===== src/rtl/scr1_mem_arb.sv =====
// -----------------------------------------------------------------------------
// scr1_mem_arb
//   Arbitrates the instruction-fetch (imem) and data (dmem) request ports of a
//   core onto one shared memory port.  Only one transaction is outstanding at a
//   time.  The FSM moves IDLE -> (REQ) -> RESP -> IDLE.  An owner register
//   records which side holds the shared port.
//
//   Parameter
//     RESP_TIMEOUT  number of RESP cycles before an error response (2'b10) is
//                   returned to the owner; 0 disables the timeout.
//
//   Build option
//     SCR1_MEM_ARB_RR_EN  when defined, a request tie is resolved round-robin
//                         via a last-grant flag.  When undefined, dmem always
//                         wins a tie.
//
//   Ports
//     clk, rst_n                       clock, async active-low reset
//     imem_req/cmd/addr                fetch request (always word, no wdata)
//     imem_req_ack/rdata/resp          fetch accept and response
//     dmem_req/cmd/width/addr/wdata    data request
//     dmem_req_ack/rdata/resp          data accept and response
//     mem_req/cmd/width/addr/wdata     shared-port request
//     mem_req_ack/rdata/resp           shared-port accept and response
//   Response encoding: 00 idle, 01 ready, 10 error.
// -----------------------------------------------------------------------------
module scr1_mem_arb #(
    parameter int RESP_TIMEOUT = 255
) (
    input  logic        clk,
    input  logic        rst_n,
    input  logic        imem_req,
    input  logic        imem_cmd,
    input  logic [31:0] imem_addr,
    output logic        imem_req_ack,
    output logic [31:0] imem_rdata,
    output logic [1:0]  imem_resp,
    input  logic        dmem_req,
    input  logic        dmem_cmd,
    input  logic [1:0]  dmem_width,
    input  logic [31:0] dmem_addr,
    input  logic [31:0] dmem_wdata,
    output logic        dmem_req_ack,
    output logic [31:0] dmem_rdata,
    output logic [1:0]  dmem_resp,
    output logic        mem_req,
    output logic        mem_cmd,
    output logic [1:0]  mem_width,
    output logic [31:0] mem_addr,
    output logic [31:0] mem_wdata,
    input  logic        mem_req_ack,
    input  logic [31:0] mem_rdata,
    input  logic [1:0]  mem_resp
);

    typedef enum logic [1:0] {ST_IDLE, ST_REQ, ST_RESP} state_t;

    localparam logic OWN_IMEM = 1'b0;
    localparam logic OWN_DMEM = 1'b1;

    localparam int              CNT_W    = (RESP_TIMEOUT > 1) ? $clog2(RESP_TIMEOUT + 1) : 1;
    localparam logic [CNT_W-1:0] CNT_LAST = CNT_W'(RESP_TIMEOUT - 1);
    localparam logic            TO_EN    = (RESP_TIMEOUT != 0);

    state_t           state_reg;
    logic             owner_reg;
    logic [CNT_W-1:0] cnt_reg;
`ifdef SCR1_MEM_ARB_RR_EN
    logic             last_grant_reg;
`endif

    logic       any_req;
    logic       winner;
    logic       grant_owner;
    logic       req_phase;
    logic       in_resp;
    logic       timeout_hit;
    logic [1:0] resp_eff;
    logic       resp_done;

    always_comb begin
        any_req = imem_req | dmem_req;
`ifdef SCR1_MEM_ARB_RR_EN
        // On a tie, grant whichever side was not granted last.
        winner = (dmem_req && (!imem_req || last_grant_reg == OWN_IMEM)) ? OWN_DMEM : OWN_IMEM;
`else
        winner = dmem_req ? OWN_DMEM : OWN_IMEM;
`endif
        // Arbitration only happens in IDLE; in REQ the latched owner is held.
        grant_owner = (state_reg == ST_IDLE) ? winner : owner_reg;
        // Outputs are gated by rst_n so they read 0 while reset is asserted,
        // even though request inputs feed them combinationally.
        req_phase   = rst_n && ((state_reg == ST_IDLE && any_req) || state_reg == ST_REQ);
        in_resp     = rst_n && (state_reg == ST_RESP);
        timeout_hit = TO_EN && in_resp && (cnt_reg == CNT_LAST) && (mem_resp == 2'b00);
        resp_eff    = timeout_hit ? 2'b10 : mem_resp;
        resp_done   = in_resp && (resp_eff != 2'b00);
    end

    always_comb begin
        mem_req      = req_phase;
        mem_cmd      = 1'b0;
        mem_width    = 2'b00;
        mem_addr     = 32'h0;
        mem_wdata    = 32'h0;
        imem_req_ack = 1'b0;
        dmem_req_ack = 1'b0;
        imem_rdata   = 32'h0;
        dmem_rdata   = 32'h0;
        imem_resp    = 2'b00;
        dmem_resp    = 2'b00;

        if (req_phase) begin
            if (grant_owner == OWN_DMEM) begin
                mem_cmd      = dmem_cmd;
                mem_width    = dmem_width;
                mem_addr     = dmem_addr;
                mem_wdata    = dmem_wdata;
                dmem_req_ack = mem_req_ack;
            end else begin
                mem_cmd      = imem_cmd;
                mem_width    = 2'b10;
                mem_addr     = imem_addr;
                imem_req_ack = mem_req_ack;
            end
        end

        if (in_resp) begin
            if (owner_reg == OWN_DMEM) begin
                dmem_rdata = mem_rdata;
                dmem_resp  = resp_eff;
            end else begin
                imem_rdata = mem_rdata;
                imem_resp  = resp_eff;
            end
        end
    end

    always_ff @(posedge clk or negedge rst_n) begin
        if (!rst_n) begin
            state_reg      <= ST_IDLE;
            owner_reg      <= OWN_IMEM;
            cnt_reg        <= '0;
`ifdef SCR1_MEM_ARB_RR_EN
            last_grant_reg <= OWN_IMEM;
`endif
        end else begin
            case (state_reg)
                ST_IDLE: begin
                    if (any_req) begin
                        owner_reg <= winner;
                        cnt_reg   <= '0;
                        if (mem_req_ack) begin
                            state_reg      <= ST_RESP;
`ifdef SCR1_MEM_ARB_RR_EN
                            last_grant_reg <= winner;
`endif
                        end else begin
                            state_reg <= ST_REQ;
                        end
                    end
                end
                ST_REQ: begin
                    // mem_resp is ignored here so a stale response is dropped.
                    if (mem_req_ack) begin
                        state_reg      <= ST_RESP;
                        cnt_reg        <= '0;
`ifdef SCR1_MEM_ARB_RR_EN
                        last_grant_reg <= owner_reg;
`endif
                    end
                end
                ST_RESP: begin
                    if (resp_done) begin
                        state_reg <= ST_IDLE;
                    end else begin
                        cnt_reg <= cnt_reg + CNT_W'(1);
                    end
                end
                default: state_reg <= ST_IDLE;
            endcase
        end
    end

endmodule


===== config.mk =====
export PLATFORM = sky130hd
export DESIGN_NAME = scr1_mem_arb
export DESIGN_NICKNAME = d
export VERILOG_FILES = /design/src/rtl/scr1_mem_arb.sv
export SDC_FILE = /design/constraint.sdc
export NUM_CORES = 1
export LEC_CHECK = 0
export CORE_AREA = 2 2 106 108
export CTS_CLUSTER_SIZE = 24
export DETAILED_ROUTE_END_ITERATION = 16
export DIE_AREA = 0 0 108 110
export PLACE_DENSITY = 0.66
export REMOVE_ABC_BUFFERS = 1
export SLEW_MARGIN = 20
export SYNTH_ARGS = -nofsm -noshare
export SYNTH_HDL_FRONTEND = slang
export SYNTH_SLANG_ARGS = --single-unit

===== constraint.sdc =====
create_clock -name clk -period 2.04 [get_ports clk]
set_clock_uncertainty 0.1 [all_clocks]
set_input_delay 0.51 -clock clk [delete_from_list [all_inputs] [get_ports clk]]
set_output_delay 0.51 -clock clk [all_outputs]
set_load 0.01 [all_outputs]

Word-level counts from Yosys, hierarchy flattened --
Cells that the tools add are included.
Word-level totals: flip-flop bits (word level) 11, word-level logic and storage cells 58
Operators by class: equality and inequality tests 7, reductions and logical operators 14, bitwise operators 1, add/sub/neg operators 1, mux-type cells 32
Operators by type and width (count):
- $mux W32 | 8
- $mux W8 | 3
- $pmux W8 S3 | 1
- $mux W2 | 11
- $add A8 B1 Y8 const B | 1
- $eq A8 B8 Y1 const B | 1
- $mux W1 | 8
- $ne A2 B2 Y1 const B | 4
- $logic_and A1 B1 Y1 | 6
- $pmux W2 S3 | 1
- $logic_not A2 Y1 | 2
- $reduce_and A4 Y1 | 1
- $reduce_and A3 Y1 | 1
- $reduce_bool A3 Y1 | 1
- $eq A2 B1 Y1 const B | 1
- $eq A2 B2 Y1 const B | 1
- $reduce_and A2 Y1 | 1
- $reduce_bool A2 Y1 | 1
- $logic_or A1 B1 Y1 | 1
- $or A1 B1 Y1 | 1

Longest topological paths before layout --
Gate-level depths: netlist of the first run.
word-level depth 9, mapped depth 7

Worst setup path before layout of the first run --
OpenSTA, ideal clock, no wires.
kind register to output, start point register state_reg[1], end point output port mem_addr[23], required time 1.430 ns, data arrival time 1.583 ns, cell stages (with the launch flop) 7, setup slack -0.153 ns, path through dfrtp_1 > buf_4 > nor2_2 > mux2i_4 > buf_2 > nand2_1 > a21oi_1
On the way: cells in the longest elaborated chain, start to end 5, elaborated cells between the ends (all ways) 8, classes of those cells eq/ne: 1; mux: 3; reduce/logical: 4
Ends and longest elaborated chain:
- start: declaration | line 65 | state_t state_reg;
- start signal: assignment | line 141 | state_reg <= ST_IDLE;
- start signal: assignment | line 154 | state_reg <= ST_RESP;
- start signal: assignment | line 159 | state_reg <= ST_REQ;
- $logic_not A2 Y1 | line 90, 93
- $logic_and A1 B1 Y1 | line 93 | req_phase = rst_n && ((state_reg == ST_IDLE && any_req) || state_reg == ST_REQ);
- $logic_or A1 B1 Y1 | line 93
- $logic_and A1 B1 Y1 | line 93
- $mux W32 (*) | line 113 | if (req_phase) begin
- end: declaration | line 49 | output logic [31:0] mem_addr,
Every way passes the cells marked *; elsewhere a longest branch is shown, timed or not.

Worst setup path in the final report of the first run --
start point register state_reg[1], end point output port mem_wdata[13]
On the way: cells in the longest elaborated chain, start to end 5, elaborated cells between the ends (all ways) 8, classes of those cells eq/ne: 1; mux: 3; reduce/logical: 4
Ends and longest elaborated chain:
- $logic_not A2 Y1 | line 90, 93
- $logic_and A1 B1 Y1 | line 93
- $logic_or A1 B1 Y1 | line 93
- $logic_and A1 B1 Y1 | line 93
- $mux W32 (*) | line 113
- end: declaration | line 50 | output logic [31:0] mem_wdata,
Marked as above.

==> results of run 1 <==
## synthesized netlist by cell type (all sizes together) (3+ instances only)
| master | count | share of area (%) |
|---|---|---|
| nand2 | 73 | 14 |
| nor2 | 12 | 3.3 |
| clkbuf | 7 | 1.4 |
| and2 | 100 | 32 |
| a31oi | 5 | 1.6 |
| a21oi | 34 | 8.8 |
| buf | 16 | 5.4 |
| inv | 4 | 0.78 |
| dfrtp | 11 | 14 |
| nor3 | 4 | 1.0 |
| nand4 | 3 | 0.97 |
| and3 | 5 | 1.6 |
| a41oi | 3 | 1.4 |
## where the power goes
group / switching, mW / internal (mW) / leakage, nW
Combinational: 1.84 / 2.37 / 2.76
Clock: 0.0881 / 0.138 / 0.0228
Sequential: 0.0527 / 0.262 / 0.143
Total: 1.98 / 2.77 / 2.92
## cell families (layout without fill, tap and decap cells)
| group | after synthesis | count (layout) |
|---|---|---|
| and+or+nand+nor | 207 | 212 |
| AOI/OAI and AO/OA | 53 | 53 |
| buffers and inverters | 27 | 373 |
| DFF | 11 | 11 |
| muxes | 3 | 3 |
| adders and majority gates | 2 | 2 |
## final cells by class
class / instances / share of cell area, %
tap: 140 / 2.83
timing repair buffer: 365 / 59.8
sequential: 11 / 4.49
multi-input combinational: 270 / 31.9
clock buffer: 4 / 0.729
inverter: 4 / 0.283
## final timing paths
kind	startpoint	endpoint	slack [ns]	cells past startpoint
setup / recovery	state_reg[1]	mem_wdata[13]	-0.48	7
hold / removal	rst_n	cnt_reg[4]	0.19	2
setup reg to reg	state_reg[1]	cnt_reg[4]	0.14	7
hold reg to reg	cnt_reg[3]	cnt_reg[3]	0.49	2
max in group asynchronous	rst_n	state_reg[0]	1.32	3
min in group clk	cnt_reg[3]	cnt_reg[3]	0.49	2
## cell usage in the layout (no fill, tap or decap), types with 3 or more instances in the layout
cell,Yosys,routed
buf_6,3,134
clkdlybuf4s50_1,0,134
and2_4,0,95
nand2_1,73,71
buf_2,6,40
buf_4,4,37
a21oi_1,34,19
a21oi_2,0,15
dfrtp_1,11,9
nor2_1,10,8
nor2_4,0,7
buf_12,0,7
and2_1,100,5
buf_8,0,5
and3_4,0,3
nand4_1,3,3
a41oi_1,3,3
a31oi_1,5,3
clkbuf_8,0,3
buf_16,0,3
## critical path, delay by kind of cell, from the launching register on
kind	cells	cell delay, ns
buf+inv	4	0.43
flops	1	0.43
simple gates	3	0.79
## per-stage QoR
step | instance area, um2 | setup WS [ns] | power [mW] | util (%) | instances
CTS | 5750 | -0.446 | 4.33 | 53.8 | 792
detailed placement | 5060 | -1.22 | 3.19 | 47.3 | 733
floorplan | 1800 | -0.603 | 1.50 | - | 280
finish | 6180 | -0.478 | 4.75 | 57.8 | 794
global route | 6180 | -0.512 | 5.04 | 57.8 | 794
global placement | 5060 | -1.16 | 3.16 | 47.3 | 733
## metal layers
layer / vias to the layer above / part of all wire [%]
li1: 1700 / -
met2: 189 / 54
met1: 1613 / 36
met3: 20 / 7.9
met4: 0 / 2.4
met5: - / 0
## timing repair
action	CTS	global route
gates cloned	13	2
pin swaps	67	32
resized for setup	745	128
buffers inserted	44	8
setup endpoints to repair	147	143
==> results_dict.tcl, run 1 <==
set metrics [dict create \
    status "complete, but fails checks" \
    failed_checks "setup timing" \
    synthSimpleGateAreaFrac_pct 57.1 \
    ant_nets 0 \
    cp_max_fo 7 \
    layout.nets 796 \
    seq_area_um2 278 \
    yosys_warnings 0 \
    grtUsageMet1_pct 19.5 \
    place_congestion 0.870 \
    power_density_nw_per_um2 769 \
    drtIter0Drc 102 \
    grt_pass1_wl_um 17700 \
    die-area_um2 11900 \
    grt_max_degree 34 \
    setup_violations 138 \
    p_leak_nw 2.92 \
    synth_xor_area_share_pct 0 \
    fmax_ghz 0.397 \
    cap_violations 0 \
    critPathKind "reg -> out" \
    ys_ff_latch 11 \
    synth_compound_area_share_pct 17.5 \
    num_rows 38 \
    crit_path_start_kind "flop" \
    die_h_um 110 \
    cp_cell_sequence "buf_6, or3b_4, nor2_4, buf_6, buf_6, and2_4, buf_6" \
    fillCellCount 926 \
    drc 0 \
    synthCells 303 \
    cp.arrival_ns 1.91 \
    first_global_vias 3503 \
    grtUsageMet2_pct 37.8 \
    setup_tns_ns -43.90 \
    grt_usage_pct 18.6 \
    syn_area_um2 1930 \
    cts_tree "done" \
    worst_pin_slew_ns 0.306 \
    wl_per_cell_um 16.4 \
    period_minus_slack_ns 2.52 \
    busiest_layer "met2" \
    relSlewSlack_pct 79.6 \
    cts_buffer_depth 2 \
    cts_root_buffer "clkbuf_8" \
    dr.pass1.iters 4 \
    ioPinCount 277 \
    endpoint_kind "primary output" \
    multi_input_area_um2 1970 \
    htree_num_levels 1 \
    synth_top_family_by_area "simple AND/OR/NAND/NOR gates" \
    final_hold_viol_count 0 \
    synth_ff_type "dfrtp_1" \
    slowest_delay_ns 0.47 \
    cts_inserted_buffers 3 \
    diodes 0 \
    route.vias.total 3522 \
    antenna_found_initial 0 \
    synth_fa_ha_area_share_pct 1.29 \
    finalCritPeriodShare_pct 123 \
    worstPathRequired_ns 1.43 \
    layout_setup_ws_ns -0.478 \
    cp_common_cell "buf_6" \
    clock-sinks 11 \
    viasPerCell 4.44 \
    synth_edf_count 0 \
    rsz0062_at_grt "yes" \
    cts.clk_slew.worst_paths_ns 0.05 \
    grtUsageMet3_pct 3.29 \
    ctsHoldBuffers 0 \
    area_growth_pct 220 \
    core_um2 10700 \
    ys_seq_area_share_pct 14.2 \
    drive_gt1_share_pct 57.0 \
    overflow 0 \
    ir_drop_mv 0.361 \
    ys_types 39 \
    fin_hold_ws_ns 0.195 \
    insertion_delay_ns 0.24 \
    worst_path_max_delay_cell "or3b_4" \
    port_buffers 276 \
    hp-class "in -> async" \
    dp_hpwl_um 8890 \
    largest_reg_flops 8 \
    drt-total-wl_um 13000 \
    synth_mux_area_share_pct 2.26 \
    die_w_um 108 \
    start_util_pct 18.1 \
    drv_slew 0 \
    synthArstFlopShare_pct 100 \
    avgSynthCellArea_um2 6.38 \
]
No activity file was read; power rests on OpenSTA's default activity.
==> run 2: changes to the inputs <==
--- a/config.mk
+++ b/config.mk
@@ -5,11 +5,14 @@
 export SDC_FILE = /design/constraint.sdc
 export NUM_CORES = 1
 export LEC_CHECK = 0
-export CORE_AREA = 2 2 106 108
+export CELL_PAD_IN_SITES_DETAIL_PLACEMENT = 0
+export CELL_PAD_IN_SITES_GLOBAL_PLACEMENT = 2
+export CORE_ASPECT_RATIO = 0.9
+export CORE_MARGIN = 10
+export CORE_UTILIZATION = 10
 export CTS_CLUSTER_SIZE = 24
 export DETAILED_ROUTE_END_ITERATION = 16
-export DIE_AREA = 0 0 108 110
-export PLACE_DENSITY = 0.66
+export PLACE_DENSITY_LB_ADDON = 0.1
 export REMOVE_ABC_BUFFERS = 1
 export SLEW_MARGIN = 20
 export SYNTH_ARGS = -nofsm -noshare
==> run 2 against run 1 <==
Effect of this change:
- the flow still finishes with violations (setup timing)
- worst setup slack got worse by 0.027 ns
- die area is 110% higher
- largest power group unchanged
- fmax fell by 1.1%
- sequential power up 2%
- sequential cell count is the same
- via count about the same
- count of clock-buffer cells in the layout unchanged
- first-iteration DRC count rose by 22%
- power rose by 13%
- combinational power increased by 11%
- global-route usage decreased by 6.8 points
- critical path type unchanged
- sequential share of layout area decreased by 0.11 points
==> results_dict.tcl, run 2 (synthesis results as in run 1) <==
set metrics [dict create \
    place_inst 845 \
    num_rows 48 \
    area_growth_pct 227 \
    cp.arrival_ns 1.94 \
    maxUsedRoutingLayer "met4" \
    grt_usage_pct 11.9 \
    cap_violations 0 \
    cp_common_cell "buf_6" \
    relSlewSlack_pct 83.2 \
    htree_num_levels 1 \
    clock-sinks 11 \
    worst-r2r-setup-slack_ns 0.24 \
    setup.worst_path.start "state_reg[1]" \
    viasPerCell 3.92 \
    post_dp_cell_area_um2 5260 \
    fmax_ghz 0.393 \
    finalCritPeriodShare_pct 125 \
    status "complete, but fails checks" \
    die_h_um 152 \
    core_um2 19100 \
    final_cell_mix "clkdlybuf4s50_1 (134), buf_6 (83), buf_2 (67)" \
    dr.pass1.iters 4 \
    m1WireLength_um 6440 \
    layout_setup_ws_ns -0.505 \
    worst_pin_slew_ns 0.250 \
    cts_tree "done" \
    hp-class "in -> async" \
    failed_checks "setup timing" \
    drt-total-wl_um 16800 \
    fin_hold_ws_ns 0.409 \
    rr_worst_depth 7 \
    antenna_found_initial 1 \
    layout.nets 791 \
    final_hold_viol_count 0 \
    port_buffers 276 \
    setup_violations 138 \
    cts_root_buffer "clkbuf_16" \
    drtIter0Drc 124 \
    overflow 0 \
    die_w_um 167 \
    crit_buf_inv 5 \
    place_ws_ns -1.16 \
    wl_met2_um 8630 \
    total_power_mw 5.37 \
    final_common_cell "clkdlybuf4s50_1" \
    setup_tns_ns -50.75 \
    power_density_nw_per_um2 848 \
    place_congestion 0.780 \
    critPathKind "reg -> out" \
    multi_input_area_um2 1940 \
    crit_path_start_kind "flop" \
    rsz0062_at_grt "yes" \
    die-area_um2 25300 \
    start_util_pct 10.1 \
    period_minus_slack_ns 2.55 \
    route.met3.wl_um 1550 \
    endpoint_kind "primary output" \
    ctsHoldBuffers 0 \
    cts_inserted_buffers 3 \
    cp_max_fo 7 \
    seq_area_um2 278 \
    insertion_delay_ns 0.24 \
    post-route-util_pct 33.1 \
    worst_path_max_delay_cell "dfrtp_2" \
    timing.rr.start "state_reg[0]" \
    drive_gt1_share_pct 53.8 \
    ioPinCount 277 \
    reg2reg_to "cnt_reg[4]" \
    worstPathRequired_ns 1.43 \
    cpLargestDelayFamily "buffers and inverters" \
    first_global_vias 3700 \
    largest_reg_flops 8 \
    drv_slew 0 \
    ant_nets 0 \
    cp_cell_sequence "buf_6, or3b_4, buf_12, buf_16, buf_6, a21oi_2, buf_2" \
    route.vias.total 3525 \
    cts_buffer_depth 2 \
    slowest_delay_ns 0.44 \
    grt_pass1_wl_um 23900 \
    ir_drop_mv 0.281 \
    wl_per_cell_um 18.7 \
    cts.clk_slew.worst_paths_ns 0.04 \
    fillCellCount 2005 \
    drc 0 \
    grt_max_degree 18 \
    stdcell_count 900 \
    p_leak_nw 3.00 \
    dp_hpwl_um 12100 \
    final_area_um2 6330 \
]
[run 2: cell type report]
class                           instances  share of cell area (%)
Antenna cell                            1                  0.0395
Clock buffer                            4                    1.25
Inverter                                4                   0.435
Multi-Input combinational cell        265                    30.6
Sequential cell                        11                    4.39
Tap cell                              250                    4.94
Timing Repair Buffer                  365                    58.4
[run 2: worst max-delay path by stage]
stage	endpoint	slack (ns)	cells after the start
after floorplan	imem_rdata[0]	-0.60	4
after global placement	mem_wdata[25]	-1.15	7
after detailed placement	mem_wdata[15]	-1.16	7
after CTS	mem_wdata[15]	-0.62	9
after global routing	mem_wdata[11]	-0.58	9
final	mem_addr[21]	-0.51	7
[run 2: layer usage]
layer | global-route usage, % | vias to the layer above
met5 | 0 | -
met1 | 13.3 | 1616
met2 | 21.4 | 206
met3 | 4.59 | 8
met4 | 1.25 | 0
li1 | - | 1695
[run 2: report_power, final]
group,switching [mW],internal (mW),total [mW]
clock,0.0950,0.262,0.357
combinational,2.06,2.63,4.69
sequential,0.0572,0.263,0.320
[run 2: tightest hold or removal path, cell delays in order]
cell and delay (ns):
clkdlybuf4s15_1 0.23, buf_6 0.15, buf_4 0.21
[run 2: timing repair]
item | CTS | global route
endpoints found under the setup margin | 147 | 141
gates cloned | 13 | 6
gates resized for setup | 456 | 358
pin swaps | 32 | 43
buffers inserted | 14 | 20
==> run 3: changes to the inputs <==
--- a/config.mk
+++ b/config.mk
@@ -12,7 +12,7 @@
 export CORE_UTILIZATION = 10
 export CTS_CLUSTER_SIZE = 24
 export DETAILED_ROUTE_END_ITERATION = 16
-export PLACE_DENSITY_LB_ADDON = 0.1
+export PLACE_DENSITY = 0.92
 export REMOVE_ABC_BUFFERS = 1
 export SLEW_MARGIN = 20
 export SYNTH_ARGS = -nofsm -noshare
==> run 3 against run 2 <==
Effect of this change:
- the run still ends with setup timing left
- critical path depth rose by 2
- die area did not move
- final area rose by 1.5%
- first-iteration DRC count rose by 34%
- via count rose by 1.8%
- critical path type unchanged
- critical endpoint is now mem_wdata[6]
==> results_dict.tcl, run 3 (synthesis results as in run 1) <==
set metrics [dict create \
    slowest_delay_ns 0.45 \
    cts_tree "done" \
    cp_max_fo 7 \
    power.internal_mw 3.29 \
    cap_violations 0 \
    reg2reg_to "cnt_reg[4]" \
    grt_pass1_wl_um 21400 \
    multi_input_area_um2 1920 \
    fmax_ghz 0.389 \
    setup_tns_ns -51.03 \
    drive_gt1_share_pct 56.5 \
    failed_checks "setup timing" \
    cts.clk_slew.worst_paths_ns 0.04 \
    grtUsageMet2_pct 18.4 \
    critPathKind "reg -> out" \
    combinationalPowerShare_pct 87.5 \
    cts_root_buffer "clkbuf_16" \
    timing.rr.start "state_reg[0]" \
    final_cell_mix "clkdlybuf4s50_1 (134), buf_6 (109), and2_4 (78)" \
    hp-class "in -> async" \
    num_rows 48 \
    drt-total-wl_um 15300 \
    drtIter0Drc 166 \
    dr.pass1.iters 4 \
    die_w_um 167 \
    final_common_cell "clkdlybuf4s50_1" \
    ant_nets 0 \
    largest_reg_flops 8 \
    switching_share_pct 39.1 \
    cp_cell_sequence "nor2_4, mux2i_4, buf_12, nor2_8, buf_6, buf_12, buf_16, and2_4, buf_6" \
    die-area_um2 25300 \
    overflow 0 \
    grt_max_degree 24 \
    layout_setup_ws_ns -0.533 \
    final_hold_viol_count 0 \
    switchingPower_mw 2.11 \
    core_um2 19100 \
    seq_area_um2 278 \
    grt_usage_pct 10.3 \
    rsz0062_at_grt "yes" \
    dp_hpwl_um 11200 \
    worst_path_max_delay_cell "dfrtp_2" \
    place_congestion 0.803 \
    power_frac_seq_pct 5.7 \
    worst_pin_slew_ns 0.384 \
    setup_violations 140 \
    rr_worst_depth 10 \
    diodes 0 \
    cts_inserted_buffers 3 \
    layout.nets 806 \
    power_density_nw_per_um2 840 \
    ctsHoldBuffers 0 \
    drc 0 \
    wl_per_cell_um 16.7 \
    route.vias.total 3589 \
    final_area_um2 6430 \
    crit_path_start_kind "flop" \
    viasPerCell 3.93 \
    cpLargestDelayFamily "buffers and inverters" \
    post_dp_cell_area_um2 5290 \
    drv_slew 0 \
    htree_num_levels 1 \
    ir_drop_mv 0.335 \
    fillCellCount 1963 \
    status "complete, but fails checks" \
    worstPathRequired_ns 1.43 \
    total_power_mw 5.40 \
    setup.worst_path.start "state_reg[0]" \
    busiest_layer "met2" \
    insertion_delay_ns 0.24 \
    antenna_found_initial 0 \
    p_leak_nw 3.02 \
    place_ws_ns -1.17 \
    relSlewSlack_pct 74.4 \
    area_growth_pct 232 \
    period_minus_slack_ns 2.57 \
    start_util_pct 10.1 \
    die_h_um 152 \
    finalCritPeriodShare_pct 126 \
    grtUsageMet1_pct 11.0 \
    post-route-util_pct 33.7 \
    port_buffers 276 \
    cts_buffer_depth 2 \
    ioPinCount 277 \
    cp.arrival_ns 1.96 \
    worst-r2r-setup-slack_ns -0.06 \
    endpoint "mem_wdata[6]" \
    p_clk_share_pct 6.8 \
    grtUsageMet3_pct 4.41 \
    worstSetupPathDepth 9 \
    first_global_vias 3670 \
    crit_buf_inv 5 \
    clock-sinks 11 \
    endpoint_kind "primary output" \
]
## run 3: per-stage QoR
stage                     hold slack, ns  instances
final                              0.311        914
after global routing               0.326        914
after CTS                          0.310        895
after detailed placement           0.478        852
after global placement             0.458        852
after floorplan                    0.114        280
## run 3: worst min-delay path by stage
stage | cells past startpoint | slack [ns] | to | start
CTS | 3 | 0.31 | cnt_reg[0] | rst_n
global placement | 2 | 0.46 | owner_reg | owner_reg
global route | 3 | 0.33 | cnt_reg[1] | rst_n
floorplan | 0 | 0.11 | cnt_reg[0] | rst_n
finish | 3 | 0.31 | cnt_reg[2] | rst_n
detailed placement | 2 | 0.48 | owner_reg | owner_reg
## run 3: timing repair
action	4_1_cts	5_1_grt
hold endpoints to repair	0	0
gates resized for setup	552	276
cloned	9	5
pin swaps	40	48
setup endpoints to repair	142	138
setup buffers	30	27
## run 3: power groups by stage
stage               clock network, mW  logic (mW)  registers (mW)
floorplan                           0        1.19           0.314
global placement                    0        3.18           0.304
detailed placement                  0        3.17           0.306
CTS                             0.369        4.12           0.304
global route                    0.382        5.06           0.311
finish                          0.367        4.73           0.308
## run 3: final cells by class
| cell class | instances | area share, % |
|---|---|---|
| Clock buffer | 4 | 1.23 |
| Sequential cell | 11 | 4.32 |
| Multi-Input combinational cell | 265 | 29.9 |
| Timing Repair Buffer | 380 | 59.4 |
| Tap cell | 250 | 4.87 |
| Inverter | 4 | 0.311 |
## run 3: tightest hold or removal path: stages
cell	delay (ns)
clkdlybuf4s15_2	0.19
buf_6	0.11
buf_6	0.18
## run 3: per-layer routing
| metal | share of wire, % | vias to the layer above |
|---|---|---|
| li1 | - | 1722 |
| met1 | 38 | 1626 |
| met2 | 49 | 221 |
| met3 | 10 | 20 |
| met4 | 2.7 | 0 |
| met5 | 0 | - |
